**src/rtl/register_file_param.sv**
```systemverilog
// Parametrised register file: two registered read ports, a registered inspect port,
// write-first bypass, optional hardwired-zero register 0 and a sequential post-reset clear engine.
module register_file_param #(
  parameter int             N         = 16,
  parameter int             M         = 3,
  parameter int             ZERO_REG  = 0,
  parameter logic [N-1:0]   CLEAR_VAL = '0
) (
  input  logic         Clock,
  input  logic         Reset,
  input  logic         Reg_Write,
  input  logic [M-1:0] Reg_write_ad,
  input  logic [N-1:0] Reg_write_data,
  input  logic [M-1:0] Reg_read_ad_1,
  input  logic [M-1:0] Reg_read_ad_2,
  output logic [N-1:0] Reg_read_data_1,
  output logic [N-1:0] Reg_read_data_2,
  input  logic         inr_check,
  input  logic [M-1:0] inr,
  output logic [N-1:0] outvalue,
  output logic         Busy
);

  localparam int           DEPTH = 2 ** M;
  localparam logic [M-1:0] LAST  = M'(DEPTH - 1);

  typedef enum logic {
    S_CLEAR,
    S_READY
  } state_t;

  state_t         r_state;
  state_t         w_state_next;
  logic [M-1:0]   r_clr_cnt;
  logic           r_busy;
  logic [N-1:0]   r_mem [DEPTH];
  logic [N-1:0]   r_rd1;
  logic [N-1:0]   r_rd2;
  logic [N-1:0]   r_outvalue;

  logic           w_ready;
  logic           w_wr_en;
  logic [N-1:0]   w_rd1;
  logic [N-1:0]   w_rd2;
  logic [N-1:0]   w_rdi;

  assign w_ready = (r_state == S_READY);
  // A write to register 0 is discarded entirely when it is hardwired to zero.
  assign w_wr_en = w_ready && Reg_Write && !((ZERO_REG != 0) && (Reg_write_ad == '0));

  function automatic logic [N-1:0] rd_word(
    input logic [M-1:0] a,
    input logic         wr_en,
    input logic [M-1:0] wr_ad,
    input logic [N-1:0] wr_data,
    input logic [N-1:0] mem_word
  );
    logic [N-1:0] v;
    if (wr_en && (a == wr_ad))           v = wr_data;
    else if ((ZERO_REG != 0) && (a == '0)) v = '0;
    else                                  v = mem_word;
    return v;
  endfunction

  assign w_rd1 = rd_word(Reg_read_ad_1, w_wr_en, Reg_write_ad, Reg_write_data, r_mem[Reg_read_ad_1]);
  assign w_rd2 = rd_word(Reg_read_ad_2, w_wr_en, Reg_write_ad, Reg_write_data, r_mem[Reg_read_ad_2]);
  assign w_rdi = rd_word(inr,           w_wr_en, Reg_write_ad, Reg_write_data, r_mem[inr]);

  always_ff @(posedge Clock) begin
    if (Reset) r_state <= S_CLEAR;
    else       r_state <= w_state_next;
  end

  // NOTE: every signal assigned in always_comb gets a default first, so no latch is inferred.
  always_comb begin
    w_state_next = r_state;
    if ((r_state == S_CLEAR) && (r_clr_cnt == LAST)) w_state_next = S_READY;
  end

  always_ff @(posedge Clock) begin
    if (Reset) begin
      r_clr_cnt <= '0;
      r_busy    <= 1'b1;
    end else if (r_state == S_CLEAR) begin
      r_clr_cnt <= r_clr_cnt + M'(1);
      if (r_clr_cnt == LAST) r_busy <= 1'b0;
    end
  end

  // NOTE: the array has no reset branch; the clear engine initialises it over DEPTH cycles.
  always_ff @(posedge Clock) begin
    if (!Reset) begin
      if (r_state == S_CLEAR) r_mem[r_clr_cnt]    <= CLEAR_VAL;
      else if (w_wr_en)       r_mem[Reg_write_ad] <= Reg_write_data;
    end
  end

  always_ff @(posedge Clock) begin
    if (Reset || (r_state == S_CLEAR)) begin
      r_rd1      <= '0;
      r_rd2      <= '0;
      r_outvalue <= '0;
    end else begin
      r_rd1 <= w_rd1;
      r_rd2 <= w_rd2;
      if (inr_check) r_outvalue <= w_rdi;
    end
  end

  assign Reg_read_data_1 = r_rd1;
  assign Reg_read_data_2 = r_rd2;
  assign outvalue        = r_outvalue;
  assign Busy            = r_busy;

endmodule

```
**config.mk**
```make
export PLATFORM = sky130hd
export DESIGN_NAME = register_file_param
export DESIGN_NICKNAME = d
export VERILOG_FILES = /design/src/rtl/register_file_param.sv
export SDC_FILE = /design/constraint.sdc
export NUM_CORES = 1
export LEC_CHECK = 0
export ABC_CLOCK_PERIOD_IN_PS = 3700
export CAP_MARGIN = 20
export CORE_ASPECT_RATIO = 0.8
export CORE_MARGIN = 2
export CORE_UTILIZATION = 60
export CTS_CLUSTER_DIAMETER = 30
export CTS_CLUSTER_SIZE = 10
export DETAILED_ROUTE_END_ITERATION = 8
export DONT_BUFFER_PORTS = 1
export HOLD_SLACK_MARGIN = 0.02
export PLACE_DENSITY = 0.76
export SYNTH_ARGS = -nofsm -noshare
export SYNTH_HDL_FRONTEND = slang
export SYNTH_SLANG_ARGS = --single-unit
```
**constraint.sdc**
```tcl
create_clock -name Clock -period 3.7 [get_ports Clock]
set_input_delay 0.555 -clock Clock [delete_from_list [all_inputs] [get_ports Clock]]
set_output_delay 0.555 -clock Clock [all_outputs]
set_load 0.05 [all_outputs]
```
# [After elaboration in Yosys (flattened, before gate mapping)]
# Memory sizes are Yosys's and may differ from the RTL's. A register that Yosys moved wholly into a read port is not among the register bits.
# Cells that the tools add are included.
# W data, S select, Z words.
[totals] regBits=5 ram_bits=128 input_bits=32 out_inout_bits=49 word_cells=22 mem_count=1
[mem_list] memory="r_mem" depth=8 width=16 read_ports=3 rd_clocked_by_memory_dff=3 wr=1 line_no="36" source="logic [N-1:0] r_mem [DEPTH];"
[classes] add_sub_neg=1 n_eq_ne=1 muxes=10 bitwise=1 n_reduce_logical=5
[ops] cell="$mux W16" n=1
[ops] cell="$reduce_or A16 Y1" n=1
[ops] cell="$mux W1" n=8
[ops] cell="$add A3 B1 Y3 const B" n=1
[ops] cell="$eq A3 B3 Y1 const B" n=1
[ops] cell="$mux W3" n=1
[ops] cell="$logic_and A1 B1 Y1" n=2
[ops] cell="$reduce_and A2 Y1" n=1
[ops] cell="$logic_or A1 B1 Y1" n=1
[ops] cell="$not A1 Y1" n=1

# [Depth between registers and ports, before layout]
[depth] word_depth=7 ltp_mapped=8

# [Least setup slack after synthesis]
# OpenSTA, ideal clock, no wires.
[synth_path] path_kind="input port to flip-flop" start="in Reset" end="mem r_mem[0][0] (enable)" setup_ns=0.388 arrival_ns=2.498 required_ns=3.312 setup_slack_ns=0.813 path_stages=7 n_path_buf=3 cell_sequence="and3b_1 buf_4 clkbuf_1 clkbuf_1 mux2i_1 nand2_1 nor2_1"
[synth_via] elab_chain_len=4
[synth_lines] element="from (decl)" line_no="10" source="input logic Reset,"
[synth_lines] element="$mux W1" line_no="92" source="if (!Reset) begin"
[synth_lines] element="$mux W1 (not written as such)" line_no="94" source="else if (w_wr_en) r_mem[Reg_write_ad] <= Reg_write_data;"
[synth_lines] element="$reduce_or A16 Y1 (no source line)"
[synth_lines] element="$mux W3 (no source line) / $mux W1 (equally long branches)"
[synth_lines] element="to (decl)" line_no="36"
# Several ways; a longest one is shown, not always the timed one.

# [Worst setup path in the final report]
[layout_path] start="reg r_state" end="reg r_outvalue[4], in the netlist outvalue[4] (read register of r_mem)"
[layout_via] elab_chain_len=2
[layout_lines] element="from (decl)" line_no="32" source="state_t r_state;"
[layout_lines] element="from (signal assigned)" line_no="71" source="else r_state <= w_state_next;"
[layout_lines] element="$not A1 Y1 (no source line)"
[layout_lines] element="$logic_or A1 B1 Y1" line_no="99" source="if (Reset || (r_state == S_CLEAR)) begin"
[layout_lines] element="to (decl)" line_no="39" source="logic [N-1:0] r_outvalue;"
# No other way between the ends.
# A chain may end at the register's enable or synchronous reset.

==> key figures <==
Placement
  – Final HPWL DP: roughly 14 mm
  – Placed Instance Area: between 0.009 and 0.01 mm^2
  – DP Cell Count: approximately 730
  – Worst slack at placement: 0.792 ns
  – Routability cong.: 0.922
  – Port-buffer cells: 0

Detailed routing
  – Iteration-0 DRC Markers: 615
  – # DRC: 0
  – Wire per inst: around 30 um
  – DRT Pass-1 Iters: 5
  – Avg Vias per Cell: 7.28
  – Drt total wl: around 23 mm
  – DRT antenna net count: 0
  – Via count: 5,515

Global route
  – Initial antenna violation count: 0
  – Global-route wire length before repair: around 35 mm
  – Largest net degree at the start of global routing: 37
  – Overflow after GRT: 0
  – GRT Total Usage: 0.299
  – Vias in the first global route: about 5,600

Clock network
  – H-Tree Depth: 4
  – Post-CTS setup buffer count: 0
  – CTS Buf Count: 17
  – CTS tree: yes
  – CTS Root Cell: clkbuf_16
  – Post-CTS Resized: 0
  – Cts hold-fix bufs: 0
  – Clk slew on worst S/H paths: about 0.070 ns
  – Longest Clk Path Bufs: 2
  – Clk Latency, worst-skew pair: 0.44 ns
  – Clock sink count: 181

Synth
  – Mapped Area: just over 0.009 mm^2
  – FF+latch count, synth: around 180
  – Mapped Cells: roughly 570
  – Post-synth EDFFs: around 130
  – Register area share after synthesis: 0.540
  – Synth Flop Type: edfxtp_1
  – Syn nets: about 600
  – Mean area per synthesized cell: 16.0 um^2
  – Distinct cells, synth: 34
  – Asr flop ratio synth: 0
  – Yosys Warn Count: 0

Final layout
  – Share of layout cells above drive strength 1: 0.269
  – Fillers: 1,007
  – Synthesis-to-layout area growth: 8.07%
  – Final Instance Area: a little under 0.01 mm^2
  – Diodes inserted: 0
  – Fin cells: between 700 and 800
  – Seq. cell area: around 0.0049 mm^2
  – Nets@finish: 590
  – Final Core Density: 0.658
  – Multi-input logic area: around 0.0039 mm^2

STA
  – Clock skew: between 0.009 and 0.01 ns
  – Worst rel slew slack: 0.420
  – Setup WS post-layout: 0.683 ns
  – Slew Limit Fails: 0
  – Final worst-path cycle share: 0.816
  – RSZ-0062 raised after global routing: no
  – Slew @ Worst Pin: just under 0.9 ns
  – Setup tns final: 0 ns
  – Fmax: roughly 330 MHz
  – Fin. Hold Viols: 0
  – Setup violations, final: 0
  – Minimum clock period: a little over 3 ns

Worst hold path
  – Min-delay worst type: primary input to flip-flop
  – Hold path cells: 1

Outcome
  – Status: finished clean

Die
  – Vert. Die Dim: approximately 110 um
  – Area of the core region: 0.0149 mm^2
  – Io pins: a little over 80
  – Row Count: 40
  – Starting density of the core: 0.609
  – Die area: between 0.015 and 0.02 mm^2
  – Die width: approximately 140 um

Power
  – Sw Ratio: 0.224
  – P per Cell Area: around 430 mW/mm^2
  – Max VDD drop: 0.340 mV
  – Logic gate share of total power: 0.071
  – Leakage power: 0.00349 uW
  – Psw: ~950 uW
  – Clock power frac: 0.406
  – Sequential Power Share: 0.523
  – Int Power: around 3300 uW

Setup path
  – CP arrival: 3.39 ns
  – CP Launch Type: flip-flop
  – R2R cell count: 6
  – WS Path Type: flip-flop to flip-flop
  – Setup crit end kind: flip-flop
  – Critical Path RT: roughly 4 ns
  – CP Max Fanout: 17

Run
  – Max-cap violations: 0
-- power groups by stage --
stage | Clock, uW | Combinational, uW | Sequential, uW
after floorplan | 0 | 290 | 2250
after global placement | 0 | 290 | 2260
after detailed placement | 0 | 296 | 2260
after CTS | 1740 | 298 | 2220
after global routing | 1820 | 317 | 2220
final | 1720 | 300 | 2220
-- layout by cell type, fill, tap and decap left out, types with 5 or more instances in the layout --
cell type	instances
inv_6	6
a211oi_1	16
mux4_2	96
nand2_1	22
buf_4	19
mux2i_1	51
nand2b_1	34
clkbuf_16	18
o211ai_1	33
edfxtp_1	128
dfxtp_1	53
and3_1	5
inv_1	17
xnor2_1	6
clkinv_2	5
a221o_1	16
nor2_1	12
-- registers in the layout, summed over array words and instances (netlist names) --
name	count
r_mem	128
Busy	1
outvalue	16
Reg_read_data_1	16
Reg_read_data_2	16
r_state	1
r_clr_cnt	3
-- routing by layer --
| layer | up-vias | global-route usage | part of all wire |
|---|---|---|---|
| li1 | 2285 | - | - |
| met2 | 360 | 0.456 | 0.48 |
| met3 | 52 | 0.0903 | 0.11 |
| met1 | 2818 | 0.411 | 0.39 |
| met5 | - | 0 | 0 |
| met4 | 0 | 0.119 | 0.025 |
-- worst paths after layout --
check	from	end	slack, ns
min	Reset	r_state	0.19
max reg2reg	r_state	outvalue[4]	0.68
max	r_state	outvalue[4]	0.68
min reg2reg	r_clr_cnt[1]	r_clr_cnt[1]	0.60
-- logic make-up (layout without fill, tap and decap cells) --
| logic type | Yosys count | count (layout) | synth area share |
|---|---|---|---|
| adder cells (fa/ha/maj) | 2 | 2 | 0.00276 |
| buffers and inverters | 70 | 70 | 0.0349 |
| AND/OR/NAND/NOR | 81 | 81 | 0.0471 |
| AO/OA/AOI/OAI | 75 | 75 | 0.0653 |
| flip-flops | 181 | 181 | 0.540 |
| multiplexers | 149 | 149 | 0.297 |
| XOR/XNOR | 11 | 11 | 0.0127 |
-- area by class of cell --
cell class	count	share of cell area
clock inverter	12	0.00905
sequential	181	0.500
tap	189	0.0241
inverter	17	0.00650
timing repair buffer	21	0.0194
clock buffer	20	0.0477
multi-input combinational	318	0.394
-- synth_stat cells (15+ instances only) --
cell | number | area (um^2)
edfxtp_1 | 128 | 3840
mux4_2 | 96 | 2160
dfxtp_1 | 53 | 1060
mux2i_1 | 51 | 510
nand2b_1 | 34 | 213
o211ai_1 | 33 | 248
clkbuf_1 | 29 | 109
nand2_1 | 22 | 82.6
inv_1 | 17 | 63.8
a211oi_1 | 16 | 120
a221o_1 | 16 | 160
buf_2 | 15 | 75.1
-- stage by stage --
step | power, uW | hold WS (ns)
floorplan | 2540 | 0.509
global placement | 2550 | 0.557
detailed placement | 2560 | 0.553
global route | 4360 | 0.176
CTS | 4250 | 0.173
finish | 4240 | 0.189
-- critical path: stages (launching register included) --
cell     delay (ns)
dfxtp_1        0.65
and3b_1        0.45
mux2_4         0.40
xnor2_4        0.14
buf_4          0.27
and3b_1        0.77
a221o_1        0.27
(Power assumes the default switching activity.)
==> variant 1: new RTL, same flow settings <==
The parameter `N` goes from 16 to 17.
--- a/src/rtl/register_file_param.sv
+++ b/src/rtl/register_file_param.sv
@@ -1,7 +1,7 @@
 // Parametrised register file: two registered read ports, a registered inspect port,
 // write-first bypass, optional hardwired-zero register 0 and a sequential post-reset clear engine.
 module register_file_param #(
-  parameter int             N         = 16,
+  parameter int             N         = 17,
   parameter int             M         = 3,
   parameter int             ZERO_REG  = 0,
   parameter logic [N-1:0]   CLEAR_VAL = '0
Interface: changed (resized Reg_read_data_1, Reg_read_data_2, Reg_write_data and outvalue); port bits go from 81 to 85. No check against the original RTL was run, so the function may have changed too.
==> variant 1 against the original RTL <==
Clock skew shrank 0.0024 ns; routed wire length up 3.2%; synthesized area grew 7.8%; setup slack improved by 0.19 ns; final area rose by 7.6%; sequential power is 7% higher; combinational power up 24%; fmax up 6.5%; total power rose by 11%; sequential cell count increased by 11; worst hold slack worse by 0.016 ns; sequential share of layout area fell by 0.67 points; count of clock-buffer cells in the layout increased by 1; highest routed layer unchanged.
==> variant 1: results (changes against the original RTL) <==
Timing
  • Worst Skew: 0.00751 ns (was 0.00987 ns)
  • Slew margin rel.: 0.294 (was 0.420)

Logic synthesis
  • Post-synthesis sequential area ratio: 0.532 (was 0.540)
  • Synth Area in XOR/XNOR: 0.0143 (was 0.0127)
  • Synth area leaders: edfxtp_1 42%, mux4_2 23%, dfxtp_1 11%, mux2i_1 5.5%, mux2_2 3.9% (was edfxtp_1 42%, mux4_2 24%, dfxtp_1 12%, mux2i_1 5.6%, o211ai_1 2.7%)
  • Synth cell count leaders: 136 x edfxtp_1, 102 x mux4_2, 56 x dfxtp_1, 55 x nand2_1, 54 x mux2i_1 (was 128 x edfxtp_1, 96 x mux4_2, 53 x dfxtp_1, 51 x mux2i_1, 34 x nand2b_1)
  • Syn nets: 641 (was 603)
  • Mapped Cells: 606 (was 569)
  • Yosys cell types: 33 (was 34)
  • Mux cell area share after synthesis: 0.334 (was 0.297)
  • Number of synthesized flops with an enable pin: 136 (was 128)

Power
  • Leakage: 3.24 nW (was 3.49 nW)
  • Psw: 0.000991 W (was 0.000949 W)
  • Comb group: 0.000373 W (was 0.000300 W)

Setup path
  • Largest delay share family, worst path: flip-flops (was simple AND/OR/NAND/NOR gates)
  • Crit-path max FO: 21 (was 17)
  • Slowest stage delay, CP: 0.57 ns (was 0.77 ns)
  • Crit path max-delay cell type: dfxtp_1 (was and3b_1)

Final layout
  • Final core utilization: 0.666 (was 0.658)
  • Clock buffer count: 21 (was 20)
  • Area occupied by multi-input gates: 4280 µm² (was 3860 µm²)
  • Signal buffers: 14 (was 21)
  • FILL cells: 1014 (was 1007)
  • Seq area share: 0.493 (was 0.500)
  • Non-clk buf share: 0.00996 (was 0.0194)
  • Multi-input gates: 341 (was 318)
  • Layout cells sized above 1: 0.348 (was 0.269)

Hold path
  • Hold EP: r_clr_cnt[2] (was r_state)

Routing
  • Detailed Route Iter0 Violations: 686 (was 615)
  • WL met3: 2750 µm (was 2490 µm)

Run status
  • Status: completed (unchanged)

Place
  • Post-DP HPWL: 14000 µm (was 13900 µm)
  • Routability cong.: 0.815 (was 0.922)
  • Dpl ws: 0.924 ns (was 0.792 ns)
  • Cell Area, Placed: 9920 µm² (was 9230 µm²)
  • Placed Cells: 780 (was 725)

Global routing
  • Met3 Track Usage GR: 0.0961 (was 0.0903)
  • First-pass GRT wire length: 34900 µm (was 34500 µm)
  • Vias in the first global route: 5722 (was 5566)
  • Met2 usage: 0.418 (was 0.456)
  • Pin count of the biggest net entering global routing: 52 (was 37)
  • GRT Overall Usage: 0.279 (was 0.299)
-- variant 1: cell types whose count changed in the layout (fill, tap and decap cells not counted), moves of 17 or more --
cell	before	now
a311o_1	0	17
nand2b_1	34	4
nand2_1	22	55
o311ai_1	0	17
inv_2	0	17
o211ai_1	33	0
mux2_2	1	34
-- variant 1: how the worst max path moves through the flow --
stage                        from           end  cells past startpoint  slack (ns)
after global placement      Reset  outvalue[11]                      6        1.09
after detailed placement  r_state   outvalue[3]                      6        0.92
final                     r_state   outvalue[1]                      6        0.87
after floorplan             Reset   r_mem[6][0]                      5        0.75
after global routing      r_state   outvalue[3]                      6        0.64
after CTS                 r_state   outvalue[3]                      6        0.89
-- variant 1: worst reg2reg max path: stages (launching register included) --
cell and delay (ns):
dfxtp_1 0.57, and3b_1 0.24, buf_4 0.27, mux2i_4 0.49, xor2_4 0.47, nand3_4 0.29, o311ai_1 0.39
==> variant 2: new RTL, same flow settings <==
Made on the original files. Add an input register stage for `Reg_write_ad`; this delays it by one clock. The other inputs are not delayed to match.
--- a/src/rtl/register_file_param.sv
+++ b/src/rtl/register_file_param.sv
@@ -29,6 +29,12 @@
     S_READY
   } state_t;
 
+  logic [M-1:0] Reg_write_ad_q;
+
+  always_ff @(posedge Clock) begin
+    Reg_write_ad_q <= Reg_write_ad;
+  end
+
   state_t         r_state;
   state_t         w_state_next;
   logic [M-1:0]   r_clr_cnt;
@@ -46,7 +52,7 @@
 
   assign w_ready = (r_state == S_READY);
   // A write to register 0 is discarded entirely when it is hardwired to zero.
-  assign w_wr_en = w_ready && Reg_Write && !((ZERO_REG != 0) && (Reg_write_ad == '0));
+  assign w_wr_en = w_ready && Reg_Write && !((ZERO_REG != 0) && (Reg_write_ad_q == '0));
 
   function automatic logic [N-1:0] rd_word(
     input logic [M-1:0] a,
@@ -62,9 +68,9 @@
     return v;
   endfunction
 
-  assign w_rd1 = rd_word(Reg_read_ad_1, w_wr_en, Reg_write_ad, Reg_write_data, r_mem[Reg_read_ad_1]);
-  assign w_rd2 = rd_word(Reg_read_ad_2, w_wr_en, Reg_write_ad, Reg_write_data, r_mem[Reg_read_ad_2]);
-  assign w_rdi = rd_word(inr,           w_wr_en, Reg_write_ad, Reg_write_data, r_mem[inr]);
+  assign w_rd1 = rd_word(Reg_read_ad_1, w_wr_en, Reg_write_ad_q, Reg_write_data, r_mem[Reg_read_ad_1]);
+  assign w_rd2 = rd_word(Reg_read_ad_2, w_wr_en, Reg_write_ad_q, Reg_write_data, r_mem[Reg_read_ad_2]);
+  assign w_rdi = rd_word(inr,           w_wr_en, Reg_write_ad_q, Reg_write_data, r_mem[inr]);
 
   always_ff @(posedge Clock) begin
     if (Reset) r_state <= S_CLEAR;
@@ -91,7 +97,7 @@
   always_ff @(posedge Clock) begin
     if (!Reset) begin
       if (r_state == S_CLEAR) r_mem[r_clr_cnt]    <= CLEAR_VAL;
-      else if (w_wr_en)       r_mem[Reg_write_ad] <= Reg_write_data;
+      else if (w_wr_en)       r_mem[Reg_write_ad_q] <= Reg_write_data;
     end
   end
 
Check against the original RTL: not equivalent (Yosys sat finds a counterexample within 10 cycles, from zero or initial values and one cycle with Reset high).
==> variant 2 against the original RTL <==
Routed wire length fell by 0.17%; critical endpoint is now Reg_read_data_1[15]; clock skew grew 0.0034 ns; final area is 1.4% higher; sequential cell count up 3; synthesized area is 1.3% higher; worst hold slack worse by 0.058 ns; setup slack worse by 0.22 ns; critical path depth unchanged; global-route usage down 0.34 points; total power grew 4.2%.
==> variant 2: results (changes against the original RTL) <==
Setup path
  • Slowest stage delay, CP: 0.71 ns (was 0.77 ns)
  • Reg2reg end: Reg_read_data_1[15] (was outvalue[4])
  • Critical Path AT: 3.57 ns (was 3.39 ns)
  • Crit-path max FO: 16 (was 17)
  • Crit path max-delay cell type: nor3_4 (was and3b_1)
  • R2R setup slack: 0.46 ns (was 0.68 ns)

CTS
  • Hold Buf Count CTS: 0 (unchanged)
  • Post_cts resized: 0 (unchanged)
  • CTS clock-pin slew for the worst setup and hold paths: 0.07 ns (about the same)

Run status
  • Status: completed (unchanged)

Power
  • VDD IR max: 327 µV (was 340 µV)
  • Psw: 0.000951 W (was 0.000949 W)
  • Leakage: 3.54 nW (was 3.49 nW)

Timing
  • Worst-Margin Slew: 0.834 ns (was 0.867 ns)
  • Worst Skew: 0.0133 ns (was 0.00987 ns)

Routing
  • Detailed Route Iter0 Violations: 611 (was 615)
  • Routed WL: 22500 µm (about the same)
  • Vias: 5406 (was 5515)

Place
  • Routability cong.: 0.866 (was 0.922)
  • Placed Cells: 715 (was 725)
  • Post-DP HPWL: 13100 µm (was 13900 µm)

Hold path
  • Hold path start: Reg_write_ad[1] (was Reset)
  • Hold EP: Reg_write_ad_q[1] (was r_state)
  • Hold Path Stages: 0 (was 1)

Global routing
  • Vias in the first global route: 5631 (was 5566)
  • GRT Overall Usage: 0.295 (was 0.299)
  • First-pass GRT wire length: 34100 µm (was 34500 µm)
  • Pin count of the biggest net entering global routing: 37 (unchanged)

Logic synthesis
  • Synth cell count leaders: 128 x edfxtp_1, 96 x mux4_2, 56 x dfxtp_1, 51 x mux2i_1, 45 x nor2_1 (was 128 x edfxtp_1, 96 x mux4_2, 53 x dfxtp_1, 51 x mux2i_1, 34 x nand2b_1)
  • Post-synthesis sequential area ratio: 0.540 (about the same)
  • Syn nets: 589 (was 603)
  • Yosys cell types: 38 (was 34)
  • Mapped Cells: 555 (was 569)
  • Synth area leaders: edfxtp_1 42%, mux4_2 24%, dfxtp_1 12%, mux2i_1 5.6%, mux2_1 2.4% (was edfxtp_1 42%, mux4_2 24%, dfxtp_1 12%, mux2i_1 5.6%, o211ai_1 2.7%)

Final layout
  • Nets@finish: 579 (was 590)
  • Layout Cells excl Fill: 750 (was 758)
  • Layout cells sized above 1: 0.290 (was 0.269)
  • FILL cells: 1026 (was 1007)
==> variant 2: worst max-delay path, delay by kind of cell, from the launching register on <==
kind / cells / cell delay, ns
buffers and inverters: 1 / 0.29
xor gates and xnor gates: 1 / 0.16
and+or+nand+nor: 2 / 1.33
muxes: 2 / 0.71
DFF: 1 / 0.64
==> variant 2: worst max-delay path by stage <==
stage          slack, ns                  end  cells after the start
2_1_floorplan       1.00          r_mem[6][0]                      7
3_3_place_gp        0.67  Reg_read_data_1[15]                      6
3_5_place_dp        0.53   Reg_read_data_1[7]                      6
4_1_cts             0.50   Reg_read_data_1[7]                      6
5_1_grt             0.35   Reg_read_data_1[4]                      6
6_report            0.46  Reg_read_data_1[15]                      6
==> variant 2: stage by stage <==
stage          hold WS (ns)   util  setup WS, ns  cell area, µm²
5_1_grt               0.119  0.663         0.351            9950
6_report              0.131  0.663         0.460            9950
3_3_place_gp          0.583  0.622         0.673            9340
2_1_floorplan         0.530      -          1.00            9200
3_5_place_dp          0.583  0.622         0.529            9340
4_1_cts               0.122  0.663         0.500            9950
==> variant 2: power by group through the flow <==
| stage | Sequential, W | Combinational (W) | Clock (W) |
|---|---|---|---|
| after floorplan | 0.00229 | 0.000305 | 0 |
| after global placement | 0.00229 | 0.000306 | 0 |
| final | 0.00225 | 0.000315 | 0.00185 |
| after global routing | 0.00226 | 0.000330 | 0.00195 |
| after detailed placement | 0.00230 | 0.000310 | 0 |
| after CTS | 0.00225 | 0.000312 | 0.00187 |
==> variant 2: metal layers <==
metal | vias up | track usage | wire [µm]
met4 | 0 | 0.107 | 642
met5 | - | 0 | 0
met1 | 2795 | 0.384 | 8380
li1 | 2241 | - | -
met3 | 50 | 0.106 | 2470
met2 | 320 | 0.469 | 11000
==> variant 2: layout make-up <==
| cell class | instances | area [µm²] | share of cell area |
|---|---|---|---|
| Timing Repair Buffer | 18 | 135 | 0.0136 |
| Antenna cell | 3 | 7.51 | 0.000754 |
| Clock inverter | 8 | 81.3 | 0.00817 |
| Sequential cell | 184 | 4960 | 0.499 |
| Clock buffer | 24 | 524 | 0.0527 |
| Tap cell | 189 | 236 | 0.0238 |
| Inverter | 2 | 7.51 | 0.000754 |
| Multi-Input combinational cell | 322 | 4000 | 0.402 |
==> variant 2: logic make-up after synthesis <==
family,count (synthesis),share of synthesized area
flip-flops,184,0.540
multiplexers,181,0.334
AND/OR/NAND/NOR,82,0.0460
buffers and inverters,49,0.0253
AO/OA/AOI/OAI,46,0.0410
XOR/XNOR,11,0.0113
adder cells (fa/ha/maj),2,0.00272
